### src/rtl/tmds_video_scheduler.sv
// Raster timing generator and pixel-source scheduler for the three TMDS encoders.
// Timing is delayed by PIPE cycles so control and enable line up with the returned pixels.
module tmds_video_scheduler #(
  parameter int H_ACTIVE = 640,
  parameter int H_FP     = 16,
  parameter int H_SYNC   = 96,
  parameter int H_BP     = 48,
  parameter int V_ACTIVE = 480,
  parameter int V_FP     = 10,
  parameter int V_SYNC   = 2,
  parameter int V_BP     = 33,
  parameter bit HS_POL   = 1'b0,
  parameter bit VS_POL   = 1'b0,
  parameter int PIPE     = 2
) (
  input  logic        clk,
  input  logic        rst,
  input  logic        en,
  input  logic        clr_underflow,
  output logic        pix_req,
  output logic [11:0] pix_x,
  output logic [11:0] pix_y,
  input  logic        pix_valid,
  input  logic [7:0]  pix_r,
  input  logic [7:0]  pix_g,
  input  logic [7:0]  pix_b,
  output logic [7:0]  vd_r,
  output logic [7:0]  vd_g,
  output logic [7:0]  vd_b,
  output logic [1:0]  cd_b,
  output logic [1:0]  cd_g,
  output logic [1:0]  cd_r,
  output logic        vde,
  output logic        frame_start,
  output logic        underflow,
  output logic        busy
);

  // state  | meaning
  // S_IDLE | counters parked at 0, no requests, waiting for en
  // S_RUN  | counters advance every cycle; en re-sampled at the last pixel of a frame
  typedef enum logic {S_IDLE, S_RUN} state_t;

  typedef struct packed {
    logic act;
    logic hs;
    logic vs;
    logic f0;
  } tim_t;

  localparam logic [11:0] H_ACT    = 12'(H_ACTIVE);
  localparam logic [11:0] V_ACT    = 12'(V_ACTIVE);
  localparam logic [11:0] HS_START = 12'(H_ACTIVE + H_FP);
  localparam logic [11:0] HS_END   = 12'(H_ACTIVE + H_FP + H_SYNC);
  localparam logic [11:0] VS_START = 12'(V_ACTIVE + V_FP);
  localparam logic [11:0] VS_END   = 12'(V_ACTIVE + V_FP + V_SYNC);
  localparam logic [11:0] H_LAST   = 12'(H_ACTIVE + H_FP + H_SYNC + H_BP - 1);
  localparam logic [11:0] V_LAST   = 12'(V_ACTIVE + V_FP + V_SYNC + V_BP - 1);

  state_t      state_q, state_d;
  logic [11:0] h_q, h_d;
  logic [11:0] v_q, v_d;
  tim_t        dl_q [PIPE];
  tim_t        dl_d [PIPE];
  tim_t        cur;
  tim_t        dly;
  logic        run;

  logic [7:0]  vd_r_q, vd_r_d;
  logic [7:0]  vd_g_q, vd_g_d;
  logic [7:0]  vd_b_q, vd_b_d;
  logic [1:0]  cd_b_q, cd_b_d;
  logic        vde_q, vde_d;
  logic        frame_start_q, frame_start_d;
  logic        underflow_q, underflow_d;

  always_comb begin
    state_d = state_q;
    h_d     = h_q;
    v_d     = v_q;
    case (state_q)
      S_IDLE: begin
        h_d = '0;
        v_d = '0;
        if (en) state_d = S_RUN;
      end
      S_RUN: begin
        if (h_q == H_LAST) begin
          h_d = '0;
          if (v_q == V_LAST) begin
            v_d = '0;
            if (!en) state_d = S_IDLE;
          end else begin
            v_d = v_q + 12'd1;
          end
        end else begin
          h_d = h_q + 12'd1;
        end
      end
    endcase
  end

  assign run = (state_q == S_RUN);

  // Blanking values are produced in IDLE so the delay line flushes on its own.
  always_comb begin
    cur.act = run && (h_q < H_ACT) && (v_q < V_ACT);
    cur.hs  = run && (h_q >= HS_START) && (h_q < HS_END);
    cur.vs  = run && (v_q >= VS_START) && (v_q < VS_END);
    cur.f0  = run && (h_q == '0) && (v_q == '0);
  end

  always_comb begin
    dl_d[0] = cur;
    for (int i = 1; i < PIPE; i++) dl_d[i] = dl_q[i-1];
  end

  assign dly = dl_q[PIPE-1];

  always_comb begin
    vd_r_d        = '0;
    vd_g_d        = '0;
    vd_b_d        = '0;
    vde_d         = dly.act;
    frame_start_d = dly.f0;
    cd_b_d        = {(dly.vs ? VS_POL : ~VS_POL), (dly.hs ? HS_POL : ~HS_POL)};
    if (dly.act && pix_valid) begin
      vd_r_d = pix_r;
      vd_g_d = pix_g;
      vd_b_d = pix_b;
    end
    // A miss in the same cycle as a clear must leave the flag set.
    underflow_d = (dly.act && !pix_valid) || (underflow_q && !clr_underflow);
  end

  always_ff @(posedge clk or posedge rst) begin
    if (rst) begin
      state_q       <= S_IDLE;
      h_q           <= '0;
      v_q           <= '0;
      for (int i = 0; i < PIPE; i++) dl_q[i] <= '0;
      vd_r_q        <= '0;
      vd_g_q        <= '0;
      vd_b_q        <= '0;
      cd_b_q        <= {~VS_POL, ~HS_POL};
      vde_q         <= 1'b0;
      frame_start_q <= 1'b0;
      underflow_q   <= 1'b0;
    end else begin
      state_q       <= state_d;
      h_q           <= h_d;
      v_q           <= v_d;
      for (int i = 0; i < PIPE; i++) dl_q[i] <= dl_d[i];
      vd_r_q        <= vd_r_d;
      vd_g_q        <= vd_g_d;
      vd_b_q        <= vd_b_d;
      cd_b_q        <= cd_b_d;
      vde_q         <= vde_d;
      frame_start_q <= frame_start_d;
      underflow_q   <= underflow_d;
    end
  end

  assign pix_req     = cur.act;
  assign pix_x       = cur.act ? h_q : 12'd0;
  assign pix_y       = cur.act ? v_q : 12'd0;
  assign busy        = run;
  assign vd_r        = vd_r_q;
  assign vd_g        = vd_g_q;
  assign vd_b        = vd_b_q;
  assign cd_b        = cd_b_q;
  assign cd_g        = 2'b00;
  assign cd_r        = 2'b00;
  assign vde         = vde_q;
  assign frame_start = frame_start_q;
  assign underflow   = underflow_q;

endmodule

### config.mk
export PLATFORM = sky130hd
export DESIGN_NAME = tmds_video_scheduler
export DESIGN_NICKNAME = d
export VERILOG_FILES = /design/src/rtl/tmds_video_scheduler.sv
export SDC_FILE = /design/constraint.sdc
export NUM_CORES = 1
export LEC_CHECK = 0
export CORE_ASPECT_RATIO = 1.75
export CORE_MARGIN = 2
export CORE_UTILIZATION = 42
export DETAILED_ROUTE_END_ITERATION = 10
export GPL_ROUTABILITY_DRIVEN = 0
export PLACE_DENSITY = 0.83
export SYNTH_ARGS = -nofsm -noshare
export SYNTH_HDL_FRONTEND = slang
export SYNTH_SLANG_ARGS = --single-unit
### constraint.sdc
create_clock -name clk -period 2.1 [get_ports clk]
set_clock_uncertainty 0.05 [all_clocks]
set_input_delay 0.21 -clock clk [delete_from_list [all_inputs] [get_ports clk]]
set_output_delay 0.21 -clock clk [all_outputs]
set_load 0.005 [all_outputs]
==> out/results.txt, run 1 <==
status: finished with violations
violated checks: negative setup slack
Clock Power Share: 52.9%
Syn-to-layout area delta: 49.7%
Residual DRC: 0
arrival time of data at the critical path endpoint: 1.88 ns
number of top-level design ports: 88
H-tree depth: 3
total of max-cap violations: 0
setup repair after global routing missed its margin: true
worst ir drop on vdd: 0.000507 V
total number of nets in the final design: 414
power spent charging and discharging nets: 0.000555 W
final cycle utilization of the critical path: 102%
worst setup path startpoint: v_q[10]
Worst EP required: 1.84 ns
Slew Limit Headroom: 59.4%
clock slew at the register clock pins of the worst setup and hold paths: 0.05 ns
initial antenna violation count: 0
worst-path fanout max: 5
number of synthesized register bits: 62
area of the core: 0.00654 mm²
most frequently used flop master after synthesis: sky130_fd_sc_hd__dfrtp_1
post-route setup TNS: -0.146 ns
count of unique library cells instantiated by Yosys: 39
mapped cell area: 0.00285 mm²
Initial Util: 43.5%
residual overflow from global routing: 0
cell with the biggest individual delay on the critical path: sky130_fd_sc_hd__dfrtp_1
# hold bufs at CTS: 0
vias in the first global route: 2488
via count: 2489
number of max-slew violations in the final report: 0
area of the die: 0.00747 mm²
Initial DRC Count: 211
Final setup viols: 8
maximum count of clock buffers along a single path: 2
share of synthesized flip-flops with an asynchronous set or reset: 100%
share of total power in sequential cells: 41.7%
slew at the pin with the worst max-slew slack: 0.607 ns
height of the chip: 113 µm
number of rows in the core area: 39
# diodes: 0
final routed wirelength across all metal layers: 7780 µm
total CTS buffers: 9
sum of internal, switching and leakage power: 0.00294 W
setup slack of the critical path after layout: -0.0412 ns
total number of clock tree sinks: 62
count of antenna-violating nets left after detailed routing: 0
minimum clock period: 2.14 ns
design internal power: 0.00239 W
start of the worst register-to-register path: h_q[10]
wire length of the first global-routing pass: 12200 µm
width of the die: 66.2 µm
Clk Latency, worst-skew pair: 0.32 ns
Crit. End Element: primary output
maximum clock rate: 467 MHz
Core Util, Final: 65.2%
commonest non-fill, non-tap cells in the layout: sky130_fd_sc_hd__dfrtp_1, sky130_fd_sc_hd__clkdlybuf4s50_1, sky130_fd_sc_hd__buf_4
switching part of the total: 18.9%
root buffer selected by CTS: sky130_fd_sc_hd__clkbuf_16
worst hold path class: in2async
Avg Cell Area, Syn: 10.4 µm²
Vias per Instance: 5.32
sum of net half-perimeters after detailed placement: 5090 µm
count of port buffers added during placement: 78
crit-path max cell delay: 0.40 ns
layout cells sized above 1: 26.2%
drt first pass iters: 4
clock tree from TritonCTS: yes
Logic pwr share: 5.4%
Crit Path Category: reg2out
critical path launch point type: flip-flop
share of synthesized area occupied by flip-flops and latches: 54.6%
count of mapped cells out of synthesis: 274
warnings from Yosys: 0
power density relative to cell area: 691 mW/mm²
largest net degree at the start of global routing: 63
number of enable flip-flop cells after synthesis: 0
most frequent standard cell in the layout excluding fill and tap cells: sky130_fd_sc_hd__dfrtp_1
cell chain of the critical path: nor3_2 -> nand2_1 -> nor3_2 -> buf_4 -> buf_6 -> and2_4 -> buf_6
leakage: 1.97 nW
GR Util All Layers: 21.7%
detailed-route wire length per cell: 16.6 µm
number of endpoints with negative hold slack in the final report: 0
[logic make-up after synthesis]
group | Yosys count | synth area share [%]
flops | 62 | 54.6
simple gates | 134 | 27.3
compound gates | 22 | 5.50
other cells | 1 | 0.132
xor+xnor | 12 | 3.69
fa+ha+maj | 4 | 1.76
buf+inv | 39 | 6.99
[stage by stage]
step	std cells	area, µm²	worst slack (ns)	hold WS [ns]
floorplan	282	2880	0.0770	0.249
global placement	440	3800	0.0419	0.282
detailed placement	440	3800	0.0250	0.285
CTS	465	4200	-0.0289	0.252
global route	468	4260	-0.0652	0.263
finish	468	4260	-0.0412	0.245
[flip-flops by register name, summed over array words and instances (netlist names)]
name,cells
busy,1
cd_b,2
dl_d,4
dl_q,2
frame_start,1
frame_start_d,1
h_q,12
underflow,1
v_q,12
vd_b,8
vd_g,8
vd_r,8
vde,1
vde_d,1
[power by group through the flow]
stage,clock network [W],logic (W),registers [W]
after floorplan,0,0.0000532,0.00125
after global placement,0,0.000158,0.00125
after detailed placement,0,0.000162,0.00125
after CTS,0.00158,0.000163,0.00123
after global routing,0.00165,0.000176,0.00123
final,0.00156,0.000160,0.00123
[area by class of cell]
class	count	area (µm²)
fill	510	2280
inverter	13	48.8
clock inverter	4	70.1
sequential	62	1560
clock buffer	12	246
tap	82	103
multi-input combinational	181	1200
timing repair buffer	114	1040
[critical path: cells and delay by family, from the launching register on]
kind / cells / cell delay (ns)
AND/OR/NAND/NOR: 4 / 0.75
flip-flops: 1 / 0.40
buffers and inverters: 3 / 0.40
[synth_stat cells, drive strengths merged, types with 3 or more instances]
library cell	number	area share [%]
nor3	12	2.1
and3	28	6.2
ha	4	1.8
and2	17	3.8
nand4	6	1.3
o211ai	4	1.2
o21ai	4	0.70
nand3b	5	1.3
buf	12	3.4
clkbuf	14	1.8
dfrtp	60	53
a31oi	8	1.8
inv	13	1.7
nor4	10	2.7
or4	3	1.1
xnor2	10	3.1
nand2	18	2.6
nand3	16	2.8
nor2	14	1.8
[worst paths after layout]
path	endpoint	slack (ns)	cells after the start
min reg2reg	cd_b[1]	0.30	1
max in group asynchronous	cd_b[1]	1.46	3
max	pix_x[7]	-0.04	7
max reg2reg	v_q[8]	0.05	3
min	dl_d[2]	0.25	3
min in group clk	cd_b[1]	0.30	1
[per-layer routing]
| metal | track usage, % | vias to the layer above | share of wire, % |
|---|---|---|---|
| met5 | 0 | - | 0 |
| met4 | 11.7 | 0 | 4.2 |
| met3 | 4.37 | 29 | 5.5 |
| met2 | 37.5 | 115 | 52 |
| met1 | 24.3 | 1197 | 38 |
| li1 | - | 1148 | - |
[what timing repair did]
item	in CTS	in global routing
gates resized for setup	40	62
pin swaps	4	6
setup buffers	8	2
cloned	1	1
endpoints found under the setup margin	20	23
hold endpoints to repair	0	0
Note: power is estimated with default switching activity, not from simulation.
==> inputs of run 2 (changes only) <==
CORE_UTILIZATION = 30   (was 42)
PLACE_DENSITY = not set   (was 0.83)
RECOVER_POWER = 50   (was not set)
==> run 2 against run 1 <==
Compared with the run above: the flow now finishes without violations; highest routed layer unchanged; routed wire length is 4.3% lower; largest cell class unchanged; utilization is 19 points lower; flip-flop and latch count stayed put; first-iteration DRC count is 69% lower; critical path type unchanged; sequential power hardly changed; register-to-register slack hardly changed.
==> out/results.txt, run 2 (synthesis results as in run 1) <==
status: complete, no violations
crit-path max cell delay: 0.40 ns (about the same)
worst setup path startpoint: h_q[11]
Initial DRC Count: 65 (-69%)
start of the worst register-to-register path: h_q[11]
Crit Path Category: reg2out
area taken by multi-input logic gates: 0.00119 mm² (-0.83%)
share of total power in sequential cells: 40.2% (-1.5 points)
GR Util All Layers: 15.6% (-6.1 points)
setup slack of the critical path after layout: 0.0164 ns (+0.0577 ns)
critical path launch point type: flip-flop
final cycle utilization of the critical path: 99.2% (-2.7 points)
Crit. End Element: primary output
Syn-to-layout area delta: 51.5%
area used by sequential logic in the layout: 0.00155 mm² (about the same)
layout cells sized above 1: 23.9% (-2.3 points)
arrival time of data at the critical path endpoint: 1.82 ns (-0.06 ns)
instance area after placement: 0.00387 mm² (+1.8%)
Slew Limit Headroom: 52.2% (-7.2 points)
vias in the first global route: 2463 (-1.0%)
largest net degree at the start of global routing: 27 (-57%)
leakage: 1.98 nW (+0.67%)
residual overflow from global routing: 0 (unchanged)
instance count along the most critical hold path: 0
worst-path fanout max: 3 (-2)
cell with the biggest individual delay on the critical path: sky130_fd_sc_hd__dfrtp_1
count of port buffers added during placement: 78 (unchanged)
Crit Reg-Reg Endpoint: v_q[8]
registers with the highest flip-flop counts: h_q (12), v_q (12)
design internal power: 0.00251 W (+5.0%)
commonest non-fill, non-tap cells in the layout: sky130_fd_sc_hd__dfrtp_1, sky130_fd_sc_hd__clkdlybuf4s50_1, sky130_fd_sc_hd__buf_4
number of top-level design ports: 88 (unchanged)
post-route setup TNS: 0 ns (+0.146 ns)
total of max-cap violations: 0 (unchanged)
worst ir drop on vdd: 0.000448 V (-12%)
Worst EP required: 1.84 ns (about the same)
Worst Setup EP: pix_x[4]
width of the die: 77.6 µm (+17%)
most frequent standard cell in the layout excluding fill and tap cells: sky130_fd_sc_hd__dfrtp_1
total CTS buffers: 9 (unchanged)
area of the core: 0.00935 mm² (+43%)
worst setup slack after placement: 0.0173 ns (-0.00767 ns)
Initial Util: 30.4% (-13 points)
clock slew at the register clock pins of the worst setup and hold paths: 0.05 ns (about the same)
Vias per Instance: 4.74 (-11%)
Clk Latency, worst-skew pair: 0.33 ns (about the same)
height of the chip: 133 µm (+18%)
total number of nets in the final design: 413 (-0.24%)
via count: 2402 (-3.5%)
maximum count of clock buffers along a single path: 2 (unchanged)
sum of net half-perimeters after detailed placement: 5450 µm (+7.0%)
final routed wirelength across all metal layers: 7450 µm (-4.3%)
clock tree from TritonCTS: yes
Logic pwr share: 5.1% (-0.3 points)
initial antenna violation count: 0 (unchanged)
fill cell count: 860 (+69%)
number of max-slew violations in the final report: 0 (unchanged)
slew at the pin with the worst max-slew slack: 0.716 ns (+0.109 ns)
area of the die: 0.0103 mm² (+38%)
drt first pass iters: 4 (unchanged)
total number of clock tree sinks: 62 (unchanged)
Final setup viols: 0 (-8)
depth of the most critical reg-to-reg path: 5 (+2)
cell chain of the critical path: nor2_2 -> and4b_2 -> nor3_2 -> buf_4 -> buf_6 -> buf_6 -> and2_4 -> buf_6
power density relative to cell area: 708 mW/mm² (+2.5%)
count of antenna-violating nets left after detailed routing: 0 (unchanged)
H-tree depth: 3 (unchanged)
maximum clock rate: 480 MHz (+2.8%)
register-to-register path setup slack: 0.05 ns (about the same)
setup repair after global routing missed its margin: true
Residual DRC: 0 (unchanged)
power spent charging and discharging nets: 0.000546 W (-1.7%)
post-layout instance area: 0.00431 mm² (+1.2%)
root buffer selected by CTS: sky130_fd_sc_hd__clkbuf_16
Clock Power Share: 54.7% (+1.8 points)
Worst path most repeated cell: sky130_fd_sc_hd__buf_6
# hold bufs at CTS: 0 (unchanged)
detailed-route wire length per cell: 14.7 µm (-12%)
# diodes: 0 (unchanged)
minimum clock period: 2.08 ns (-0.0577 ns)
worst hold path class: reg2reg
number of endpoints with negative hold slack in the final report: 0 (unchanged)
wire length of the first global-routing pass: 12400 µm (+2.0%)
number of rows in the core area: 47 (+21%)
switching part of the total: 17.9% (-0.99 points)
run 2: per-stage QoR:
step / util, % / instances / power (W) / hold WS, ns
after floorplan: - / 282 / 0.00130 / 0.249
after global placement: 41.4 / 481 / 0.00141 / 0.282
after detailed placement: 41.4 / 481 / 0.00141 / 0.288
after CTS: 45.5 / 504 / 0.00310 / 0.172
after global routing: 46.1 / 507 / 0.00317 / 0.301
final: 46.1 / 507 / 0.00305 / 0.298
run 2: critical path: cells and delay by family (launching register included):
family	cells	cell delay (ns)
and+or+nand+nor	4	0.62
buffers and inverters	4	0.47
DFF	1	0.40
run 2: what timing repair did:
action | in CTS | in global routing
pin swaps | 3 | 7
setup buffers | 6 | 3
gates resized for setup | 51 | 40
endpoints found under the setup margin | 20 | 21
gates cloned | 1 | 0
run 2: cell type report:
type	count	area share [%]
flip-flops and latches	62	36.1
multi-input cells	181	27.6
repair buffers	113	23.7
clock buffers	12	5.72
well taps	122	3.54
clock inverters	4	2.21
inverters	13	1.13
run 2: worst min path at each step:
stage                             start       endpoint
after floorplan           clr_underflow      underflow
after global placement          dl_d[0]  frame_start_d
after detailed placement        dl_d[1]        dl_q[1]
after CTS                           rst         v_q[1]
after global routing            dl_d[3]          vde_d
final                           dl_d[3]          vde_d
run 2: power by group through the flow:
stage | clock (W) | sequential (W) | combinational (W)
2_1_floorplan | 0 | 0.00125 | 0.0000532
3_3_place_gp | 0 | 0.00125 | 0.000164
3_5_place_dp | 0 | 0.00125 | 0.000166
4_1_cts | 0.00171 | 0.00123 | 0.000167
5_1_grt | 0.00177 | 0.00123 | 0.000170
6_report | 0.00167 | 0.00123 | 0.000155
run 2: layer usage:
| layer | up-vias | global-route usage [%] | wire [µm] |
|---|---|---|---|
| met4 | 0 | 7.94 | 232 |
| met5 | - | 0 | 0 |
| met1 | 1144 | 16.4 | 2860 |
| met3 | 15 | 4.57 | 439 |
| met2 | 95 | 27.7 | 3920 |
| li1 | 1148 | - | - |
==> inputs of run 3 (changes only) <==
CAP_MARGIN = 20   (was not set)
==> results of run 3 <==
No change in the layout: final DEF, timing and power equal those of run 2.
